--- config.mk ---
export PLATFORM = sky130hd
export DESIGN_NAME = buma_cmp_seq
export DESIGN_NICKNAME = d
export VERILOG_FILES = /design/src/rtl/buma_cmp_seq.sv
export SDC_FILE = /design/constraint.sdc
export NUM_CORES = 1
export LEC_CHECK = 0
export BUFFER_PORTS_ARGS = -buffer_cell sky130_fd_sc_hd__buf_2
export CORE_UTILIZATION = 53
export DETAILED_ROUTE_END_ITERATION = 10
export PLACE_DENSITY_LB_ADDON = 0.15
export SLEW_MARGIN = 20
export SYNTH_ARGS = -nofsm -noshare
export SYNTH_HDL_FRONTEND = slang
export SYNTH_SLANG_ARGS = --single-unit
--- constraint.sdc ---
create_clock -name clk -period 2.7 [get_ports clk]
set_clock_uncertainty 0.1 [all_clocks]
set_input_delay 0.27 -clock clk [delete_from_list [all_inputs] [get_ports clk]]
set_output_delay 0.27 -clock clk [all_outputs]
set_load 0.05 [all_outputs]
--- src/rtl/buma_cmp_seq.sv ---
// Sequential MSB-first magnitude comparator, CHUNK bits per clock, signed or unsigned.
// Define BUMA_EARLY_EXIT_EN to finish on the first differing chunk instead of after NCHUNK steps.
module buma_cmp_seq #(
    parameter int WIDTH = 16,
    parameter int CHUNK = 4
) (
    input  logic             clk,
    input  logic             reset,
    input  logic             start,
    input  logic             signed_mode,
    input  logic [WIDTH-1:0] a,
    input  logic [WIDTH-1:0] b,
    output logic             busy,
    output logic             done,
    output logic             lt,
    output logic             eq,
    output logic             gt
);

    localparam int NCHUNK = WIDTH / CHUNK;
    localparam int STEP_W = (NCHUNK > 1) ? $clog2(NCHUNK) : 1;
    localparam logic [STEP_W-1:0] LAST_STEP = STEP_W'(NCHUNK - 1);

`ifdef BUMA_EARLY_EXIT_EN
    localparam bit EARLY_EXIT = 1'b1;
`else
    localparam bit EARLY_EXIT = 1'b0;
`endif

    generate
        if (WIDTH < 2 || CHUNK < 1 || (WIDTH % CHUNK) != 0) begin : g_param_check
            $error("buma_cmp_seq: WIDTH must be >= 2 and a multiple of CHUNK");
        end
    endgenerate

    typedef enum logic {
        IDLE,
        RUN
    } state_t;

    state_t            state, state_n;
    logic [WIDTH-1:0]  a_q, b_q, a_n, b_n;
    logic [STEP_W-1:0] step, step_n;
    logic              decided, decided_n;
    logic              busy_n, done_n, lt_n, eq_n, gt_n;
    logic [CHUNK-1:0]  chunk_a, chunk_b;
    logic              chunk_diff;
    logic              first_diff;

    assign chunk_a    = a_q[int'(step) * CHUNK +: CHUNK];
    assign chunk_b    = b_q[int'(step) * CHUNK +: CHUNK];
    assign chunk_diff = (chunk_a != chunk_b);
    assign first_diff = chunk_diff && !decided;

    always_ff @(posedge clk or posedge reset) begin
        if (reset) begin
            state   <= IDLE;
            a_q     <= '0;
            b_q     <= '0;
            step    <= '0;
            decided <= 1'b0;
            busy    <= 1'b0;
            done    <= 1'b0;
            lt      <= 1'b0;
            eq      <= 1'b0;
            gt      <= 1'b0;
        end else begin
            state   <= state_n;
            a_q     <= a_n;
            b_q     <= b_n;
            step    <= step_n;
            decided <= decided_n;
            busy    <= busy_n;
            done    <= done_n;
            lt      <= lt_n;
            eq      <= eq_n;
            gt      <= gt_n;
        end
    end

    always_comb begin
        state_n   = state;
        a_n       = a_q;
        b_n       = b_q;
        step_n    = step;
        decided_n = decided;
        busy_n    = busy;
        done_n    = 1'b0;
        lt_n      = lt;
        eq_n      = eq;
        gt_n      = gt;

        case (state)
            IDLE: begin
                if (start) begin
                    // Flipping the sign bit turns two's-complement order into unsigned order.
                    a_n              = a;
                    b_n              = b;
                    a_n[WIDTH-1]     = a[WIDTH-1] ^ signed_mode;
                    b_n[WIDTH-1]     = b[WIDTH-1] ^ signed_mode;
                    step_n           = LAST_STEP;
                    decided_n        = 1'b0;
                    busy_n           = 1'b1;
                    lt_n             = 1'b0;
                    eq_n             = 1'b0;
                    gt_n             = 1'b0;
                    state_n          = RUN;
                end
            end

            RUN: begin
                if (first_diff) begin
                    lt_n      = (chunk_a < chunk_b);
                    gt_n      = (chunk_a > chunk_b);
                    decided_n = 1'b1;
                end
                if ((first_diff && EARLY_EXIT) || step == '0) begin
                    eq_n    = ~(decided | chunk_diff);
                    done_n  = 1'b1;
                    busy_n  = 1'b0;
                    state_n = IDLE;
                end else begin
                    step_n = step - 1'b1;
                end
            end

            default: begin
                state_n = IDLE;
            end
        endcase
    end

endmodule

* Word level (Yosys, flattened, before mapping) *
Cells that the tools add are included.

cells by class
  shift-type cells = 2
  reductions and logical operators = 7
  bitwise operators = 5
  $lt $le $gt $ge = 2
  add/sub/neg operators = 1
  multiplexer cells = 20
  equality and inequality tests = 5

operator list
  cell                                                                     number
  16-bit by 5-bit variable part select with 4-bit output                   2
  1-bit case mux with 2 select lines                                       6
  1-bit 2-to-1 mux                                                         11
  2-bit AND reduction                                                      4
  4-bit greater-than comparator                                            1
  4-bit < comparator                                                       1
  2-bit 2-to-1 mux                                                         2
  2-bit by 1-bit inequality test with 1-bit output, second input constant  2
  2-bit inequality test, second input constant                             2
  4-bit inequality test                                                    1
  2-bit case mux with 2 select lines                                       1
  2-bit zero test                                                          1
  1-bit inverter                                                           2
  2-bit by 1-bit subtractor with 2-bit output, second input constant       1
  1-bit XOR                                                                2
  1-bit logical AND                                                        1
  1-bit zero test                                                          1
  1-bit OR                                                                 1

word-level totals
  word-level logic and storage cells = 52
  bits in registers = 41
  bits of input ports = 36
  output and inout bits = 5

* Longest topological paths before layout *
Gate-level depths: netlist of run 1.

  depth in word-level cells = 6
  gate-level depth with buffers = 8
  gate-level depth less buffers = 7

* Worst setup path before layout of run 1 *
OpenSTA, ideal clock, no wires.

  path kind = register to register
  start point = register step[0]
  end point = register gt
  cell stages (with the launch flop) = 8
  period minus slack after synthesis = 1.979 ns
  arrival = 1.750 ns
  required time = 2.471 ns
  library setup time = 0.129 ns
  buffers on the path = 1
  slack = 0.721 ns
  cells stage by stage = dfrtp_1 buf_6 mux4_2 ha_1 nand4_1 nand3b_1 nand3_1 o21ai_0

between the ends
  cells in the longest elaborated chain, start to end = 5
  elaborated cells between the ends (all ways) = 9
  those cells by class = order compare: 1; eq/ne: 2; shift: 2; mux: 2; reduce/logical: 2

RTL lines
  item                                                                   RTL line  text
  start, declared                                                        43        logic [STEP_W-1:0] step, step_n;
  start signal, assigned                                                 71        step <= step_n;
  branches (longest 5 deep; another with 4-bit greater-than comparator)  --
  end signal, assigned                                                   77        gt <= gt_n;
  end, declared                                                          17        output logic gt

Several ways; the timed one is not identified. The select of a mux whose other input is x is not followed.
A chain may end at the register's enable or synchronous reset.

* Worst setup path in the final report of run 1 *
  start point = register step[0]
  end point = register lt

between the ends
  cells in the longest elaborated chain, start to end = 5
  elaborated cells between the ends (all ways) = 9
  those cells by class = order compare: 1; eq/ne: 2; shift: 2; mux: 2; reduce/logical: 2

RTL lines
  item                                                        RTL line  text
  branches (longest 5 deep; another with 4-bit < comparator)  --
  end signal, assigned                                        75        lt <= lt_n;
  end, declared                                               15        output logic lt,

Several ways; the timed one is not identified. The select of a mux whose other input is x is not followed.

==> results by group, run 1 <==
Outcome
  • Status: completed

Finish
  • Fin nets: just under 300
  • Antenna cells: 0
  • Multi-input logic area: slightly below 800 um2
  • Fraction of layout cells with a size suffix above 1: 0.230
  • Area delta synth->final: 23.5%
  • Number of fill cells: 264
  • Sequential Area: a little over 0.001 mm2
  • Fin util: 0.695

Clock network
  • Root buffer cell: clkbuf_4
  • Worst-path clk slew: about 0.11 ns
  • # hold bufs at CTS: 19
  • Clk sink count: between 40 and 50
  • CTS resizes: 0
  • TritonCTS clock tree: yes
  • Clock latency on the worst-skew pair: around 0.35 ns
  • CTS Buf Count: 5
  • Clock buffer depth: 2
  • Htree depth: 2
  • Post-CTS Setup Bufs: 0

STA
  • Slew margin rel.: 0.574
  • Slew @ Worst Pin: roughly 0.64 ns
  • Fmax: approximately 420 MHz
  • RSZ-0062 raised after global routing: false
  • Final setup vio count: 0
  • Final Cycle Share: 0.887
  • Minimum clock period: ~2.4 ns
  • Sum of negative setup slack: 0 ns
  • Max-slew violations: 0
  • Final hold violations: 0

Logic synthesis
  • Synth warn: 0
  • Synth top area cells: dfrtp_1 54%, nand2_1 19%, mux4_2 8.3%, ha_1 3.3%, buf_6 2.4%
  • Distinct cells, synth: 22
  • Asr flop ratio synth: 1.00
  • Main flop type after synthesis: dfrtp_1
  • Synth Instances: a little under 200
  • Top cells by count, synth: 97 x nand2_1, 41 x dfrtp_1, 9 x inv_1
  • Sequential cell area fraction in the yosys report: 0.538
  • Mapped Avg Cell Area: 9.68 um2
  • Mapped Area: approximately 0.0019 mm2
  • Most area-hungry cell type in the Yosys netlist: dfrtp_1
  • Number of synthesized register bits: 41
  • Top cell type's share of synthesized area: 0.538
  • Top-count cell post-synth: nand2_1
  • Net Count, Synth: around 240
  • EDFF count, synth: 0

Global routing
  • Total GRT Usage: 0.225
  • Met3 Use GR: 0.0497
  • Vias in the first global route: approximately 1400
  • GR Util met2: 0.368
  • GRT Residual Overflow: 0
  • M1 GR Usage: 0.278
  • Largest net degree at the start of global routing: between 40 and 50
  • First-pass GRT wire length: around 6 mm
  • Grt peak-use layer: met2
  • Initial antenna violation count: 0

Run
  • Max-cap viol count: 0

Setup path
  • Worst reg2reg setup slack: just over 0.3 ns
  • Largest stage delay, worst path: about 0.70 ns
  • Critical path class: flop to flop
  • CP max FO: 11
  • CP cell instances: mux4_1, inv_1, ha_1, nand4_1, nand3b_1, nand3_1, o21ai_0
  • Critical Path Start Type: flop
  • Critical-path top delay cell: dfrtp_1
  • Crit path capture type: flop
  • Crit. Startpoint: step[0]$_DFFE_PP0P_
  • WP buf/inv: 1
  • Worst Path Required: 2.84 ns
  • Worst r2r src: step[0]$_DFFE_PP0P_
  • Crit-path leading delay family: flip-flops
  • Arrival time worst endpoint: ~2.5 ns

Route
  • Drt pass-1 iters: 4
  • Total Routed Length: approximately 3.6 mm
  • Via count: 1510
  • Drt via density: about 5.0
  • Residual DRC count: 0
  • DR iter-0 viols: 89
  • Final ANT Viol Nets: 0
  • Per-cell routed wire length: between 10 and 15 um

Placement
  • Port bufs: 40
  • GPL Wtd Cong: 0.818
  • DP HPWL: approximately 2.5 mm

Hold path
  • Hold WC Path Type: primary input to flop
  • Hold Path Origin: b[1]

Power and ir drop
  • Leakage power: roughly 1.3 nW
  • Maximum vdd drop: 473 uV
  • Power per cell area: ~1100 mW/mm2
  • Total power: roughly 2.6 mW

Die
  • Die Area: 0.00384 mm2
  • Die Y: around 62 um
  • I/O pin cnt: 41
  • Die Width: slightly above 60 um
  • Core area: about 0.0034 mm2
  • Rows: 21
  • Initial core utilization: 0.563
## cells in the final DEF (no fill, tap or decap)
| cell type | count |
|---|---|
| a21oi_1 | 4 |
| buf_2 | 40 |
| buf_4 | 3 |
| clkbuf_1 | 1 |
| clkbuf_4 | 5 |
| clkbuf_8 | 1 |
| dfrtp_1 | 41 |
| dlygate4sd3_1 | 19 |
| ha_1 | 5 |
| inv_1 | 9 |
| mux2_2 | 1 |
| mux4_1 | 1 |
| mux4_2 | 7 |
| nand2_1 | 97 |
| nand2b_1 | 1 |
| nand3_1 | 2 |
| nand3b_1 | 1 |
| nand4_1 | 1 |
| nor2_1 | 5 |
| nor2b_2 | 1 |
| nor3_1 | 2 |
| o21a_1 | 1 |
| o21ai_0 | 5 |
| o22a_2 | 1 |
| xnor2_1 | 2 |
## metal layers
metal / up-vias / share of wire
li1: 747 / -
met5: - / 0
met2: 41 / 0.49
met3: 8 / 0.040
met4: 0 / 0.023
met1: 714 / 0.45
## path summary, 6_finish.rpt
kind                            cells after the start                   to
worst max-delay path                                7       lt$_DFFE_PP0P_
worst min-delay path                                3   b_q[1]$_DFFE_PP0P_
worst max register to register                      7       lt$_DFFE_PP0P_
worst min register to register                      2   a_q[1]$_DFFE_PP0P_
max in group asynchronous                           4   b_q[2]$_DFFE_PP0P_
min in group asynchronous                           4  a_q[11]$_DFFE_PP0P_
## cells by family after synthesis
| kind of cell | after synthesis | synth area share |
|---|---|---|
| AO/OA/AOI/OAI | 11 | 0.0328 |
| XOR/XNOR | 2 | 0.00919 |
| adder cells (fa/ha/maj) | 5 | 0.0328 |
| buffers and inverters | 19 | 0.0597 |
| flip-flops | 41 | 0.538 |
| multiplexers | 9 | 0.102 |
| AND/OR/NAND/NOR | 110 | 0.225 |
## report_power, final
| part | switching (mW) | internal, mW | leakage [nW] | total [mW] |
|---|---|---|---|---|
| registers | 0.221 | 0.900 | 0.507 | 1.12 |
| logic | 0.637 | 0.544 | 0.719 | 1.18 |
| clock network | 0.188 | 0.123 | 0.0314 | 0.311 |
| total | 1.05 | 1.57 | 1.26 | 2.61 |
## layout make-up
cell class                      instances  area share
Timing Repair Buffer                   62       0.175
Inverter                                9      0.0143
Tap cell                               46      0.0244
Clock buffer                            7      0.0234
Sequential cell                        41       0.436
Multi-Input combinational cell        137       0.327
## per-stage QoR
stage          hold slack (ns)  instances  cell area [um2]  setup slack [ns]
6_report               0.00569        302             2350             0.305
4_1_cts               0.000557        302             2350             0.291
5_1_grt                0.00106        302             2350             0.130
3_3_place_gp             0.307        276             2110             0.425
3_5_place_dp             0.318        276             2110             0.308
2_1_floorplan            0.275        197             1910             0.721
## state kept, by name (all words and copies together), names as in the netlist
| name | count |
|---|---|
| a_q | 16 |
| b_q | 16 |
| step | 2 |
| busy | 1 |
| decided | 1 |
| done | 1 |
| eq | 1 |
| gt | 1 |
| lt | 1 |
| state | 1 |
## worst register-to-register path, delay by kind of cell (launching register included)
family	cells	cell delay (ns)
flops	1	0.70
mux	1	0.62
simple gates	3	0.44
fa+ha+maj	1	0.24
compound gates	1	0.10
buf+inv	1	0.07
Power figures use the tool's default switching activity.
==> run 2: changes to the inputs <==
RECOVER_POWER = 50   (was default)
==> run 2 against run 1 <==
Compared with the run above:
- final cell count unchanged
- sequential power about the same
- largest power group unchanged
- critical path depth unchanged
- worst hold slack about the same
- critical endpoint unchanged
- combinational power about the same
- sequential share of layout area increased by 0.093 points
- routed wire length increased by 0.14%
- setup slack about the same
==> results by group, run 2 (same netlist as run 1, synthesis figures left out) <==
Outcome
  • Status: completed

Setup path
  • Worst Path Required: around 2.8 ns
  • Crit path capture type: flop
  • Worst reg2reg setup slack: slightly above 0.3 ns
  • R2r endpoint: lt$_DFFE_PP0P_
  • Worst r2r src: step[0]$_DFFE_PP0P_
  • Critical Path Start Type: flop
  • CP max FO: 11
  • Reg2Reg Depth: 7
  • Arrival time worst endpoint: roughly 2.5 ns
  • Critical path class: flop to flop

STA
  • Final setup vio count: 0
  • Slew @ Worst Pin: between 0.9 and 1 ns
  • Sum of negative setup slack: 0 ns
  • Max-slew violations: 0
  • Minimum clock period: ~2.4 ns
  • RSZ-0062 raised after global routing: false
  • Slew margin rel.: 0.356
  • Final hold violations: 0
  • Fmax: between 400 and 500 MHz
  • Final Cycle Share: 0.887
  • Hold slack: 0.00555 ns

Clock network
  • Clock latency on the worst-skew pair: 0.35 ns
  • Root buffer cell: clkbuf_4
  • Clock buffer depth: 2
  • TritonCTS clock tree: yes
  • Worst-path clk slew: between 0.1 and 0.15 ns
  • Htree depth: 2
  • Clk sink count: between 40 and 50
  • CTS resizes: 0
  • CTS Buf Count: 5

Global routing
  • First-pass GRT wire length: approximately 6.0 mm
  • GRT Residual Overflow: 0
  • Total GRT Usage: 0.225
  • Largest net degree at the start of global routing: 42
  • Vias in the first global route: 1411
  • Initial antenna violation count: 0

Route
  • Final ANT Viol Nets: 0
  • Residual DRC count: 0
  • Met3 Wirelength: about 150 um
  • Top sig layer: met4
  • Drt pass-1 iters: 5
  • Via count: 1511
  • Length of routed wiring on met1: about 1.6 mm
  • DR iter-0 viols: 88
  • WL met2: 1.78 mm
  • Total Routed Length: ~3.6 mm
  • Drt via density: between 5 and 6
  • Per-cell routed wire length: approximately 12 um

Power and ir drop
  • Comb pwr share: 0.451
  • Power per cell area: around 1100 mW/mm2
  • Sw frac: 0.401
  • Power Internal: approximately 1.6 mW
  • Clock power frac: 0.119
  • Maximum vdd drop: 473 uV
  • Leakage power: between 1 and 1.5 nW
  • Share of power burned in registers: 0.429
  • NetSw: around 1.0 mW

Die
  • Die Width: slightly above 60 um
  • Rows: 21
  • Core area: roughly 0.0034 mm2
  • Initial core utilization: 0.563
  • Die Area: 0.00384 mm2
  • Die Y: 62.0 um
  • I/O pin cnt: 41

Finish
  • Antenna cells: 0
  • Most common cell after layout, fill and taps aside: nand2_1
  • Area delta synth->final: 23.2%
  • Fraction of layout cells with a size suffix above 1: 0.223
  • Registers with the most flip-flops: a_q: 16 flops, b_q: 16 flops, step: 2 flops
  • Cell area after layout: between 0.002 and 0.0025 mm2
  • Most frequent cells in the layout: 97 x nand2_1, 41 x dfrtp_1, 38 x buf_2, 19 x dlygate4sd3_1, 9 x inv_1
  • Fin nets: ~300
  • Fin util: 0.693

Hold path
  • Hold Path Origin: b[1]
  • Hold WC Path Type: primary input to flop
  • Hold path cells: 3
  • Min-Delay Endpoint: b_q[1]$_DFFE_PP0P_

Placement
  • Port bufs: 40
  • DP HPWL: 2.48 mm
  • Placed cell area: about 0.0021 mm2
  • GPL Wtd Cong: around 0.8

Run
  • Max-cap viol count: 0
## run 2: cell type report
| cell class | instances | area [um2] |
|---|---|---|
| timing repair buffer | 62 | 408 |
| inverter | 9 | 33.8 |
| sequential | 41 | 1030 |
| clock buffer | 7 | 55.1 |
| fill | 265 | 1040 |
| tap | 46 | 57.6 |
| multi-input combinational | 137 | 769 |
## run 2: worst max path at each step
| stage | from | end | depth (start not counted) |
|---|---|---|---|
| after global routing | step[0]$_DFFE_PP0P_ | gt$_DFFE_PP0P_ | 7 |
| after CTS | step[0]$_DFFE_PP0P_ | lt$_DFFE_PP0P_ | 7 |
| after detailed placement | step[0]$_DFFE_PP0P_ | lt$_DFFE_PP0P_ | 7 |
| after floorplan | step[0]$_DFFE_PP0P_ | gt$_DFFE_PP0P_ | 7 |
| after global placement | step[0]$_DFFE_PP0P_ | gt$_DFFE_PP0P_ | 7 |
| final | step[0]$_DFFE_PP0P_ | lt$_DFFE_PP0P_ | 7 |
## run 2: metal layers
layer  vias up  track usage
met2        42        0.368
met5         -            0
met1       714        0.278
met4         0        0.124
met3         8       0.0497
li1        747            -
## run 2: power groups by stage
| stage | logic (mW) | registers [mW] | clock network (mW) |
|---|---|---|---|
| 2_1_floorplan | 0.926 | 1.13 | 0 |
| 3_3_place_gp | 1.10 | 1.13 | 0 |
| 3_5_place_dp | 1.16 | 1.13 | 0 |
| 4_1_cts | 1.19 | 1.12 | 0.315 |
| 5_1_grt | 1.34 | 1.16 | 0.343 |
| 6_report | 1.18 | 1.12 | 0.311 |
## run 2: timing repair
| item | in CTS | in global routing |
|---|---|---|
| setup endpoints to repair | 0 | 0 |
| hold endpoints to repair | 59 | 0 |
| buffers inserted | 0 | 0 |
| hold buffers | 19 | 0 |
## run 2: metrics by stage
stage | power (mW) | setup slack [ns] | cells
2_1_floorplan | 2.06 | 0.721 | 197
3_3_place_gp | 2.23 | 0.425 | 276
3_5_place_dp | 2.29 | 0.308 | 276
4_1_cts | 2.63 | 0.291 | 302
5_1_grt | 2.85 | 0.130 | 302
6_report | 2.61 | 0.305 | 302
## run 2: worst max-delay path, stage by stage, from the launching register on
cell,delay (ns)
dfrtp_1,0.70
mux4_1,0.62
inv_1,0.07
ha_1,0.24
nand4_1,0.14
nand3b_1,0.17
nand3_1,0.13
o21ai_0,0.10
